--- config.mk ---
export PLATFORM = sky130hd
export DESIGN_NAME = fetch_queue
export DESIGN_NICKNAME = d
export VERILOG_FILES = /design/src/rtl/fetch_queue.sv
export SDC_FILE = /design/constraint.sdc
export NUM_CORES = 1
export LEC_CHECK = 0
export CORE_MARGIN = 3
export CORE_UTILIZATION = 44
export DETAILED_ROUTE_END_ITERATION = 8
export SLEW_MARGIN = 20
export SYNTH_ARGS = -nofsm -noshare
export SYNTH_HDL_FRONTEND = slang
export SYNTH_SLANG_ARGS = --single-unit
--- constraint.sdc ---
create_clock -name clk -period 8.2 [get_ports clk]
set_input_delay 1.64 -clock clk [delete_from_list [all_inputs] [get_ports clk]]
set_output_delay 1.64 -clock clk [all_outputs]
set_load 0.05 [all_outputs]
--- src/rtl/fetch_queue.sv ---
// Sequential-PC fetch front end: issues imem requests, buffers in-order responses, feeds decode.
// Response->decode latency 1 cycle; requests stall when buffered + live in-flight would exceed DEPTH.
module fetch_queue #(
    parameter logic [31:0] RESET_PC = 32'h0000_0000,
    parameter int          DEPTH    = 4
) (
    input  logic        clk,
    input  logic        rst,
    output logic        imem_req_valid,
    input  logic        imem_req_ready,
    output logic [31:0] imem_req_addr,
    input  logic        imem_resp_valid,
    input  logic [31:0] imem_resp_data,
    output logic        dec_valid,
    input  logic        dec_ready,
    output logic [31:0] dec_instr,
    output logic [31:0] dec_pc,
    input  logic        redirect_valid,
    input  logic [31:0] redirect_pc
);
    localparam int PW = $clog2(DEPTH);
    localparam int CW = PW + 1;
    localparam int IW = PW + 2;
    localparam int SD = 2 * DEPTH;
    localparam int SW = PW + 1;
    localparam logic [IW:0]   DEPTH_C = (IW+1)'(DEPTH);
    localparam logic [IW-1:0] INF_MAX = IW'(2 * DEPTH);

    logic [31:0]   pc_q, pc_d;
    logic [CW-1:0] count_q, count_d;
    logic [PW-1:0] rd_ptr_q, rd_ptr_d, wr_ptr_q, wr_ptr_d;
    logic [IW-1:0] inflight_q, inflight_d;
    logic [IW-1:0] drop_cnt_q, drop_cnt_d;
    logic [SW-1:0] sq_rd_q, sq_rd_d, sq_wr_q, sq_wr_d;

    logic [31:0] fifo_instr_q [DEPTH];
    logic [31:0] fifo_pc_q    [DEPTH];
    // Holds the PC of every outstanding request, stale ones included, so it is
    // sized to the in-flight cap rather than the FIFO depth.
    logic [31:0] sq_pc_q      [SD];

    logic          req_fire, push, pop;
    logic [IW:0]   credit_used;

    assign credit_used    = {2'b00, count_q} + {1'b0, inflight_q} - {1'b0, drop_cnt_q};
    assign imem_req_valid = ~rst & ~redirect_valid & (credit_used < DEPTH_C) & (inflight_q < INF_MAX);
    assign imem_req_addr  = pc_q;
    assign dec_valid      = (count_q != '0) & ~redirect_valid;
    assign dec_instr      = fifo_instr_q[rd_ptr_q];
    assign dec_pc         = fifo_pc_q[rd_ptr_q];

    assign req_fire = imem_req_valid & imem_req_ready;
    assign pop      = dec_valid & dec_ready;
    assign push     = imem_resp_valid & ~redirect_valid & (drop_cnt_q == '0);

    always_comb begin
        pc_d       = pc_q;
        count_d    = count_q + CW'(push) - CW'(pop);
        rd_ptr_d   = rd_ptr_q + PW'(pop);
        wr_ptr_d   = wr_ptr_q + PW'(push);
        inflight_d = inflight_q + IW'(req_fire) - IW'(imem_resp_valid);
        drop_cnt_d = drop_cnt_q;
        sq_wr_d    = sq_wr_q + SW'(req_fire);
        sq_rd_d    = sq_rd_q + SW'(imem_resp_valid);

        if (req_fire)
            pc_d = pc_q + 32'd4;
        if (imem_resp_valid && drop_cnt_q != '0)
            drop_cnt_d = drop_cnt_q - 1'b1;

        if (redirect_valid) begin
            pc_d       = redirect_pc & 32'hFFFF_FFFC;
            count_d    = '0;
            rd_ptr_d   = '0;
            wr_ptr_d   = '0;
            drop_cnt_d = inflight_d;
        end
    end

    always_ff @(posedge clk) begin
        if (rst) begin
            pc_q       <= RESET_PC;
            count_q    <= '0;
            rd_ptr_q   <= '0;
            wr_ptr_q   <= '0;
            inflight_q <= '0;
            drop_cnt_q <= '0;
            sq_rd_q    <= '0;
            sq_wr_q    <= '0;
        end else begin
            pc_q       <= pc_d;
            count_q    <= count_d;
            rd_ptr_q   <= rd_ptr_d;
            wr_ptr_q   <= wr_ptr_d;
            inflight_q <= inflight_d;
            drop_cnt_q <= drop_cnt_d;
            sq_rd_q    <= sq_rd_d;
            sq_wr_q    <= sq_wr_d;
        end
    end

    always_ff @(posedge clk) begin
        if (push) begin
            fifo_instr_q[wr_ptr_q] <= imem_resp_data;
            fifo_pc_q[wr_ptr_q]    <= sq_pc_q[sq_rd_q];
        end
        if (req_fire)
            sq_pc_q[sq_wr_q] <= pc_q;
    end

    // Credits should make a live push into a full FIFO impossible.
    always_ff @(posedge clk) begin
        if (!rst && push && !pop)
            assert (count_q != CW'(DEPTH));
    end
endmodule

==> run_results.csv <==
group,metric,value,unit
timing,hold_viol,0,
final_layout,fillers,3724,
setup_path,path_class,"flip-flop to output port",
synth,avgSynthCellArea,19.92,µm²
drt,drt-initial-drc-count,675,
final_layout,syn2layout_area_growth,19.71,%
timing,clock_skew,0.01635,ns
synth,synth_edf_count,488,
clock_network,ctsHoldBuffers,0,
placed_design,portBuffers,161,
timing,rsz0062_at_grt,"false",
setup_path,required,6.56,ns
timing,relSlewSlack,0.3053,
hold_path,hp-class,"flip-flop to flip-flop",
setup_path,worstPathMaxFanout,4,
floorplanning,rows,79,
global_routing,grt.total_usage,0.1751,
synth,synth.distinct_cells,54,
timing,worst_pin_slew,1.042,ns
floorplanning,dieWidth,224.5,µm
drt,vias_per_cell,5.625,
timing,maxSlewViolCount,0,
pwr,p_leak,7.884,nW
floorplanning,fp.dieArea,50380,µm²
global_routing,grt_pass1_vias,11080,
setup_path,slowest_stage,"clkdlybuf4s50_1",
clock_network,post-cts-setup-buffers,0,
flow_run,max_cap_violations,0,
timing,setup_slack,2.606,ns
clock_network,clock_latency,0.59,ns
clock_network,cts_tree,"done",
clock_network,cts-buffers-inserted,55,
floorplanning,initial_utilization,0.4482,
clock_network,cts_resized,0,
synth,syn_area,21000,µm²
global_routing,antenna_found_initial,0,
final_layout,multi_input_area,5050,µm²
drt,drtPass1Iterations,6,
clock_network,ctsHtreeMaxLevel,2,
setup_path,crit_buf_inv,3,
setup_path,rrSetupSlack,3.38,ns
pwr,ir_drop,0.1497,mV
setup_path,crit_path_end_kind,"output port",
placed_design,place_congestion,0.7659,
final_layout,num_antenna_cells,0,
synth,postSynthCellCount,1054,
drt,final_antenna_net_count,0,
global_routing,grt_pass1_wl,66910,µm
final_layout,drive_above_1_share,0.2134,
placed_design,dpl.hpwl,24950,µm
timing,setup_viol,0,
setup_path,critPathMaxStageDelay,0.85,ns
synth,synth_seq_cells,539,
placed_design,dp_slack,2.700,ns
clock_network,cts_sinks,539,
floorplanning,fp.dieH,224.5,µm
setup_path,crit_top_cell,"inv_1",
timing,post-route-min-period,5.594,ns
global_routing,grt_overflow,0,
timing,fmax,178.8,MHz
drt,wl_per_cell,23.05,µm
setup_path,critical-path-top-delay-family,"buffers and inverters",
clock_network,cts_buffer_depth,3,
drt,vias,10640,
setup_path,start_kind,"flip-flop",
clock_network,root_buffer,"clkbuf_16",
timing,tns,0,ns
floorplanning,ios,168,
clock_network,path_clk_slew,0.06,ns
synth,yosys_warnings,0,
timing,fin_crit_sh,0.6822,
global_routing,grt_max_degree,63,
drt,drc,0,
drt,wl,43580,µm
final_layout,ff_latch_area,15690,µm²
setup_path,crit_chain,"inv_1 -> fa_1 -> inv_1 -> ha_1 -> and3b_1 -> or4_4 -> a22o_2 -> nor3_1 -> clkdlybuf4s50_1",
pwr,power_density,249.8,nW/µm²
final_layout,nets,1333,
outcome,run_status,"finished, final reports clean",
synth,ys.flop_type,"edfxtp_1",
synth,synth.yosys.seq_area_share,0.7465,
setup_path,arrival,3.95,ns
floorplanning,core,46850,µm²
synth,async_flop_share,0,
[where the power goes]
| part | total [mW] | internal, mW | switching (mW) |
|---|---|---|---|
| Combinational | 0.668 | 0.282 | 0.386 |
| Clock | 2.44 | 1.45 | 0.990 |
| Sequential | 3.17 | 3.09 | 0.0810 |
[area by class of cell]
| class | instances | area share |
|---|---|---|
| flip-flops and latches | 539 | 0.6242 |
| multi-input cells | 434 | 0.2009 |
| repair buffers | 182 | 0.07038 |
| inverters | 27 | 0.004032 |
| clock inverters | 24 | 0.009607 |
| well taps | 607 | 0.03021 |
| clock buffers | 78 | 0.06068 |
[final timing paths]
check | from | depth (start not counted) | to
min reg2reg | sq_rd_q[2] | 2 | sq_rd_q[2]
max reg2reg | count_q[1] | 11 | sq_pc_q[4][11]
min | sq_rd_q[2] | 2 | sq_rd_q[2]
max | count_q[1] | 9 | imem_req_valid
[synthesized netlist by cell type (4+ instances only)]
cell,number,area [µm²]
nand2_1,30,112.6
a21oi_1,6,30.03
nand4_1,11,68.82
or4_1,11,82.58
a31oi_1,22,137.6
o311ai_0,7,61.31
ha_1,20,250.2
nor3_1,13,65.06
nor2_1,29,108.9
xnor2_1,11,96.34
buf_4,4,30.03
nand3_1,27,135.1
mux2_2,31,349.1
clkbuf_1,35,131.4
or3_1,13,81.33
a32oi_1,13,113.9
mux4_2,122,2748
edfxtp_1,488,14650
nor4_1,6,37.54
inv_1,27,101.4
nor2b_1,7,43.79
fa_1,4,80.08
buf_1,15,56.30
dfxtp_1,51,1021
and2_1,5,31.28
[tightest hold or removal path, delay by kind of cell (launching register included)]
family	cells	cell delay (ns)
AND/OR/NAND/NOR	1	0.08
XOR/XNOR	1	0.07
flip-flops	1	0.34
[placed cells by master, fill, tap and decap left out, drive strengths merged, types with 4 or more instances in the layout]
master and instances:
a21oi 6, a31oi 22, a32oi 13, and2 5
buf 21, bufinv 5, clkbuf 78, clkdlybuf4s50 161
clkinv 19, conb 4, dfxtp 51, edfxtp 488
fa 4, ha 20, inv 27, mux2 31
mux4 122, nand2 30, nand3 27, nand4 11
nor2 29, nor2b 7, nor3 13, nor4 6
o311ai 7, or3 13, or4 12, xnor2 11
[metrics by stage]
stage | instance area (µm²) | power [mW] | util | hold WS, ns | std cells
2_1_floorplan | 21010 | 3.678 | - | 0.5290 | 1057
3_5_place_dp | 23370 | 3.909 | 0.4988 | 0.5028 | 1789
4_1_cts | 25140 | 6.356 | 0.5365 | 0.5216 | 1891
3_3_place_gp | 23370 | 3.898 | 0.4988 | 0.4888 | 1789
5_1_grt | 25140 | 6.522 | 0.5365 | 0.5614 | 1891
6_report | 25140 | 6.280 | 0.5365 | 0.5204 | 1891
[registers in the layout, summed over array words and instances (netlist names), 3 cells and up]
register and flops:
fifo_instr_q 128, fifo_pc_q 120, imem_req_addr 30, count_q 3, sq_pc_q 240, inflight_q 4, drop_cnt_q 4, sq_wr_q 3
sq_rd_q 3
[per-layer routing]
metal  global-route usage  routed length (µm)  up-vias
met5                    0                   0        -
met4              0.05311                1008        0
met3              0.03185                2339       63
met2               0.2823               20740      303
met1               0.2471               19490     5549
li1                     -                   -     4722
[cells by family after synthesis]
logic type	synth area share
flops	0.7465
simple gates	0.04207
mux	0.1480
buf+inv	0.01621
compound gates	0.02634
fa+ha+maj	0.01573
xor+xnor	0.005005
other cells	0.0001786
Note: power is estimated with default switching activity, not from simulation.
